## src/rtl/cam_capture_ctrl_pkg.sv

```systemverilog
// cam_pkg: shared state encoding and default geometry for the camera capture path
package cam_pkg;
  typedef enum logic [1:0] {SYNC, ACTIVE, DONE, HOLD} cap_state_t;
  localparam int DEF_SRC_W = 640;
  localparam int DEF_SRC_H = 480;
  localparam int DEF_H_DEC = 32;
  localparam int DEF_V_DEC = 32;
  localparam int DEF_OUT_W = 15;
  localparam int DEF_OUT_H = 15;
  localparam int DEF_AW = 9;
  localparam logic Y_PARITY = 1'b0;
endpackage

```

## src/rtl/cam_capture_ctrl_sync.sv

```systemverilog
// cam_sync: two-flop synchronizer for the camera bus with registered edge pulses
module cam_sync (
  input  logic       clk,
  input  logic       pclk,
  input  logic       href,
  input  logic       vref,
  input  logic [7:0] digital,
  output logic       href_s,
  output logic [7:0] data_s,
  output logic       pclk_rise,
  output logic       href_fall,
  output logic       vref_rise,
  output logic       vref_fall
);
  logic [2:0] p, h, v;
  logic [7:0] d0, d1;
  // two sync stages plus a history stage for edge detection
  always_ff @(posedge clk) begin
    p <= {p[1:0], pclk};
    h <= {h[1:0], href};
    v <= {v[1:0], vref};
    d0 <= digital;
    d1 <= d0;
  end
  // detect stage: edges and the matching data/href are registered together
  always_ff @(posedge clk) begin
    pclk_rise <= p[1] & ~p[2];
    href_fall <= h[2] & ~h[1];
    vref_rise <= v[1] & ~v[2];
    vref_fall <= v[2] & ~v[1];
    href_s <= h[1];
    data_s <= d1;
  end
endmodule

```

## src/rtl/cam_capture_ctrl.sv

```systemverilog
// cam_capture_ctrl: decimates camera Y bytes into a double-buffered framebuffer
module cam_capture_ctrl
  import cam_pkg::*;
#(
  parameter int SRC_W = DEF_SRC_W,
  parameter int SRC_H = DEF_SRC_H,
  parameter int H_DEC = DEF_H_DEC,
  parameter int V_DEC = DEF_V_DEC,
  parameter int OUT_W = DEF_OUT_W,
  parameter int OUT_H = DEF_OUT_H,
  parameter int AW = DEF_AW
) (
  input  logic          clk,
  input  logic          reset,
  input  logic          pclk,
  input  logic          href,
  input  logic          vref,
  input  logic [7:0]    digital,
  input  logic          disp_vblank,
  output logic          wr_en,
  output logic [AW:0]   wr_addr,
  output logic [7:0]    wr_data,
  output logic          disp_bank,
  output logic          frame_ready,
  output logic [15:0]   frame_cnt,
  output logic [7:0]    drop_cnt
);
  localparam int XW = $clog2(SRC_W + 1);
  localparam int YW = $clog2(SRC_H + 1);
  localparam int HW = $clog2(H_DEC);
  localparam int VW = $clog2(V_DEC);
  localparam int CW = $clog2(OUT_W + 1);
  localparam int RW = $clog2(OUT_H + 1);
  cap_state_t state;
  logic href_s, pclk_rise, href_fall, vref_rise, vref_fall;
  logic [7:0] data_s;
  logic parity, wr_bank, y_byte, line_keep, pix_keep;
  logic [XW-1:0] src_x;
  logic [YW-1:0] src_y;
  logic [HW-1:0] hx;
  logic [VW-1:0] vy;
  logic [CW-1:0] col;
  logic [RW-1:0] row;
  logic [AW-1:0] row_base;
  cam_sync u_sync (
    .clk(clk),
    .pclk(pclk),
    .href(href),
    .vref(vref),
    .digital(digital),
    .href_s(href_s),
    .data_s(data_s),
    .pclk_rise(pclk_rise),
    .href_fall(href_fall),
    .vref_rise(vref_rise),
    .vref_fall(vref_fall)
  );
  assign disp_bank = ~wr_bank;
  // keep decisions come from wrap counters and bounds, no dividers
  always_comb begin
    y_byte = pclk_rise & href_s & (parity == Y_PARITY);
    line_keep = (vy == '0) && (src_y < YW'(SRC_H)) && (row < RW'(OUT_H));
    pix_keep = line_keep && (hx == '0) && (src_x < XW'(SRC_W)) && (col < CW'(OUT_W));
  end
  // capture FSM with byte parity, geometry counters and bank handshake
  always_ff @(posedge clk) begin
    if (reset) begin
      state <= SYNC;
      wr_bank <= 1'b0;
      frame_ready <= 1'b0;
      frame_cnt <= '0;
      drop_cnt <= '0;
      wr_en <= 1'b0;
      wr_addr <= '0;
      wr_data <= '0;
      parity <= 1'b0;
      src_x <= '0;
      src_y <= '0;
      hx <= '0;
      vy <= '0;
      col <= '0;
      row <= '0;
      row_base <= '0;
    end else begin
      wr_en <= 1'b0;
      parity <= href_s & (parity ^ pclk_rise);
      case (state)
        SYNC: if (vref_fall) begin
          state <= ACTIVE;
          src_x <= '0;
          src_y <= '0;
          hx <= '0;
          vy <= '0;
          col <= '0;
          row <= '0;
          row_base <= '0;
        end
        ACTIVE: begin
          if (y_byte) begin
            if (pix_keep) begin
              wr_en <= 1'b1;
              wr_data <= data_s;
              wr_addr <= {wr_bank, row_base + AW'(col)};
              col <= col + 1'b1;
            end
            src_x <= (src_x == XW'(SRC_W)) ? src_x : src_x + 1'b1;
            hx <= (hx == HW'(H_DEC - 1)) ? '0 : hx + 1'b1;
          end
          if (href_fall) begin
            src_x <= '0;
            hx <= '0;
            col <= '0;
            src_y <= (src_y == YW'(SRC_H)) ? src_y : src_y + 1'b1;
            vy <= (vy == VW'(V_DEC - 1)) ? '0 : vy + 1'b1;
            if (line_keep) begin
              row <= row + 1'b1;
              row_base <= row_base + AW'(OUT_W);
            end
          end
          if (vref_rise) state <= DONE;
        end
        DONE: begin
          frame_ready <= 1'b1;
          state <= HOLD;
        end
        HOLD: if (disp_vblank) begin
          wr_bank <= ~wr_bank;
          frame_ready <= 1'b0;
          frame_cnt <= frame_cnt + 1'b1;
          state <= SYNC;
        end else if (vref_fall && drop_cnt != 8'hFF) begin
          drop_cnt <= drop_cnt + 1'b1;
        end
        default: state <= SYNC;
      endcase
    end
  end
endmodule

```

## config.mk

```make
export PLATFORM = sky130hd
export DESIGN_NAME = cam_capture_ctrl
export DESIGN_NICKNAME = d
export VERILOG_FILES = /design/src/rtl/cam_capture_ctrl_pkg.sv /design/src/rtl/cam_capture_ctrl_sync.sv /design/src/rtl/cam_capture_ctrl.sv
export SDC_FILE = /design/constraint.sdc
export NUM_CORES = 1
export LEC_CHECK = 0
export ABC_CLOCK_PERIOD_IN_PS = 2400
export CORE_MARGIN = 1
export CORE_UTILIZATION = 56
export DETAILED_ROUTE_END_ITERATION = 8
export DONT_BUFFER_PORTS = 1
export PLACE_DENSITY = 0.74
export SLEW_MARGIN = 20
export SYNTH_ARGS = -nofsm -noshare
export SYNTH_HDL_FRONTEND = slang
export SYNTH_HIERARCHICAL = 1
export SYNTH_SLANG_ARGS = --single-unit
```

## constraint.sdc

```tcl
create_clock -name clk -period 2.4 [get_ports clk]
set_clock_uncertainty 0.05 [all_clocks]
set_input_delay 0.24 -clock clk [delete_from_list [all_inputs] [get_ports clk]]
set_output_delay 0.24 -clock clk [all_outputs]
set_load 0.005 [all_outputs]
```

==> results_dict.tcl <==
set metrics [dict create \
    status "finished, violations left" \
    failed_checks "negative hold slack" \
    timing.rr.start "state[1]" \
    drtPass1Iterations 4 \
    slew_violations 0 \
    hold_ws_ps -263 \
    p_seq_frac 0.416 \
    clk-insertion-delay-late_ps 510 \
    crit_path_end_kind "flop" \
    critical_path_buf_inv_count 2 \
    die_area_mm2 0.00984 \
    grt_setup_unrepaired "yes" \
    timing.critical_path.cells "ha_2, nor2b_2, o211ai_1, buf_4, or3_1, a21oi_1, dlygate4sd3_1" \
    synth_nets 590 \
    cts-root-buf "clkbuf_8" \
    slew_headroom 0.438 \
    design.final.nets 648 \
    ys_top_cells_by_area "dfxtp_1, nor2_1, ha_1" \
    drt_wl_total_mm 11.2 \
    count_of_endpoints_failing_hold_in_the_final_timing_report 36 \
    drtAntennaViolNets 0 \
    min_period_over_period 0.994 \
    setup.reg_to_reg.worst_slack_ps 10 \
    antenna_violations_before_repair 0 \
    core.rowCount 35 \
    finalSetupViolations 0 \
    clock_tree.buffer_depth 2 \
    power.share.combinational 0.176 \
    clock_power_share 0.408 \
    min_delay_path_depth 1 \
    detail_route.iter0.violations 200 \
    cp_data_arrival_time_ps 2790 \
    maxClockFrequency_mhz 419 \
    synth_enable_flop_cells 0 \
    worstPathMaxFanout 9 \
    sw_frac_of_total 0.294 \
    synth_top_area_cell "dfxtp_1" \
    place.detailed.instances 655 \
    yosysWarningCount 6 \
    cts_buffers 17 \
    drv.max_cap_violation_count 0 \
    grt_util_all_layers 0.228 \
    dp_hpwl_mm 6.45 \
    worst_path_max_delay_cell "dlygate4sd3_1" \
    min-delay-path-class "in -> reg" \
    crit_path_start_kind "flop" \
    tritoncts "built" \
    synthDistinctLibCells 52 \
    grt_pass1_wl_mm 18.1 \
    post-synth-top-count-cell "dfxtp_1" \
    total_switching_power_uw 1700 \
    via_count_of_the_first_global_routing_pass 3988 \
    detail_route.drc_violations 0 \
    clock-sinks 131 \
    share_of_final_layout_standard_cells_stronger_than_drive_strength_1 0.130 \
    area.growth.synth_to_final_pct 24.7 \
    clkSlewWorstSetupHoldPaths_ps 60 \
    pin_count_of_the_biggest_net_entering_global_routing 68 \
    via_per_inst 5.58 \
    critical_path.top_delay_family "buffers and inverters" \
    timing.reg2reg.worst_path_depth 7 \
    antenna-diode-count 0 \
    syn_area_per_cell_um2 9.59 \
    top_cell_type_s_share_of_synthesized_area 0.496 \
    async_flop_share 0 \
    rr_endpoint "drop_cnt[3]" \
    ys_seq_area_frac 0.496 \
    port-buffer-count 0 \
    cp.required_ps 2800 \
    p_leak_uw 0.00250 \
    cts-htree-levels 4 \
    vias 4097 \
    die_h_um 99.2 \
    final_cell_count_no_fill 734 \
    initial_utilization 0.576 \
    globalRoute.totalOverflow 0 \
    tightest_slew_ps 841 \
    vdd_drop_max_v 0.000565 \
    synth-seq-cells 131 \
    layout_setup_ws_ps 14.4 \
    period_minus_slack_ps 2390 \
    die_span_x_um 99.2 \
    place_worst_setup_slack_ps 5.51 \
    top_level_ports 59 \
    gate_count_of_the_mapped_netlist 552 \
    synth_top_cells_by_count "dfxtp_1, nor2_1, nand3_1" \
    holdCritStartpoint "reset" \
    dominantRegCellSynth "dfxtp_1" \
    post_synth_instance_area_mm2 0.00529 \
    pwr_density_cell_mw_per_mm2 877 \
    area_of_the_placeable_core_mm2 0.00920 \
    worst_path_largest_cell_delay_ps 560 \
    worstSetupPathType "reg -> reg" \
    power.internal_uw 4080 \
    hold_path_endpoint "wr_addr[8]" \
    detail_route.wl_per_cell_um 15.2 \
    gp_congestion 0.788 \
]
-- state kept, by name, summed over array words and instances (netlist names), 5 cells and up --
signal and flops:
drop_cnt 8, frame_cnt 16, hx 5, row_base 9, src_x 10, src_y 9
u_sync/d0 8, u_sync/d1 8, u_sync/data_s 8, vy 5, wr_addr 10, wr_data 8
-- cells by family after synthesis --
logic type,count (synthesis),synth area share
AND/OR/NAND/NOR,231,0.222
multiplexers,16,0.0305
flip-flops,131,0.496
buffers and inverters,38,0.0312
XOR/XNOR,54,0.0894
adder cells (fa/ha/maj),24,0.0582
AO/OA/AOI/OAI,58,0.0731
-- repair_timing --
| action | 4_1_cts | 5_1_grt |
|---|---|---|
| setup endpoints to repair | 5 | 56 |
| pin swaps | 0 | 5 |
| resized for setup | 2 | 31 |
| hold endpoints to repair | 75 | 39 |
| gates cloned | 0 | 2 |
| setup buffers | 0 | 5 |
| hold buffers | 37 | 3 |
-- final cells by class --
| class | instances | area (um^2) |
|---|---|---|
| Sequential cell | 131 | 2630 |
| Inverter | 19 | 73.8 |
| Clock inverter | 13 | 125 |
| Timing Repair Buffer | 58 | 587 |
| Multi-Input combinational cell | 383 | 2630 |
| Clock buffer | 19 | 422 |
| Fill cell | 654 | 2600 |
| Tap cell | 111 | 139 |
-- placed cells by master, fill, tap and decap left out, types with 17 or more instances in the layout --
master / count
dfxtp_1: 129
nor2_1: 86
dlygate4sd3_1: 40
nand3_1: 33
xnor2_1: 29
xor2_1: 25
nand2_1: 25
a21oi_1: 21
ha_1: 21
clkbuf_16: 18
inv_1: 17
-- how the worst max path moves through the flow --
stage / startpoint / slack (ps) / cells past startpoint / to
6_report: state[1] / 10 / 7 / drop_cnt[3]
5_1_grt: state[0] / -90 / 7 / drop_cnt[3]
4_1_cts: vy[0] / 6 / 8 / wr_addr[0]
3_5_place_dp: vy[0] / 6 / 8 / wr_addr[0]
3_3_place_gp: vy[0] / 70 / 8 / wr_data[4]
2_1_floorplan: vy[0] / 180 / 8 / wr_data[7]
-- per-stage QoR --
stage                     utilization  setup TNS [ps]  power, uW  area [um^2]  hold slack (ps)
after global placement          0.591               0       3210         5430              218
after global routing            0.718            -332       6060         6600             -289
after CTS                       0.691               0       5670         6360             -277
after floorplan                     -               0       3050         5290              218
final                           0.718               0       5790         6600             -263
after detailed placement        0.591               0       3250         5430              218
-- per-layer routing --
metal	track usage	up-vias	wire length (um)
met5	0	-	0
met4	0.110	0	340
met3	0.0597	25	588
met2	0.393	109	5430
met1	0.265	1932	4800
li1	-	2031	-
-- power by group through the flow --
| stage | Clock (uW) | Sequential [uW] | Combinational (uW) |
|---|---|---|---|
| 6_report | 2360 | 2410 | 1020 |
| 5_1_grt | 2500 | 2420 | 1130 |
| 4_1_cts | 2400 | 2400 | 875 |
| 3_5_place_dp | 0 | 2440 | 802 |
| 3_3_place_gp | 0 | 2440 | 777 |
| 2_1_floorplan | 0 | 2410 | 635 |
No activity file was read; power rests on OpenSTA's default activity.
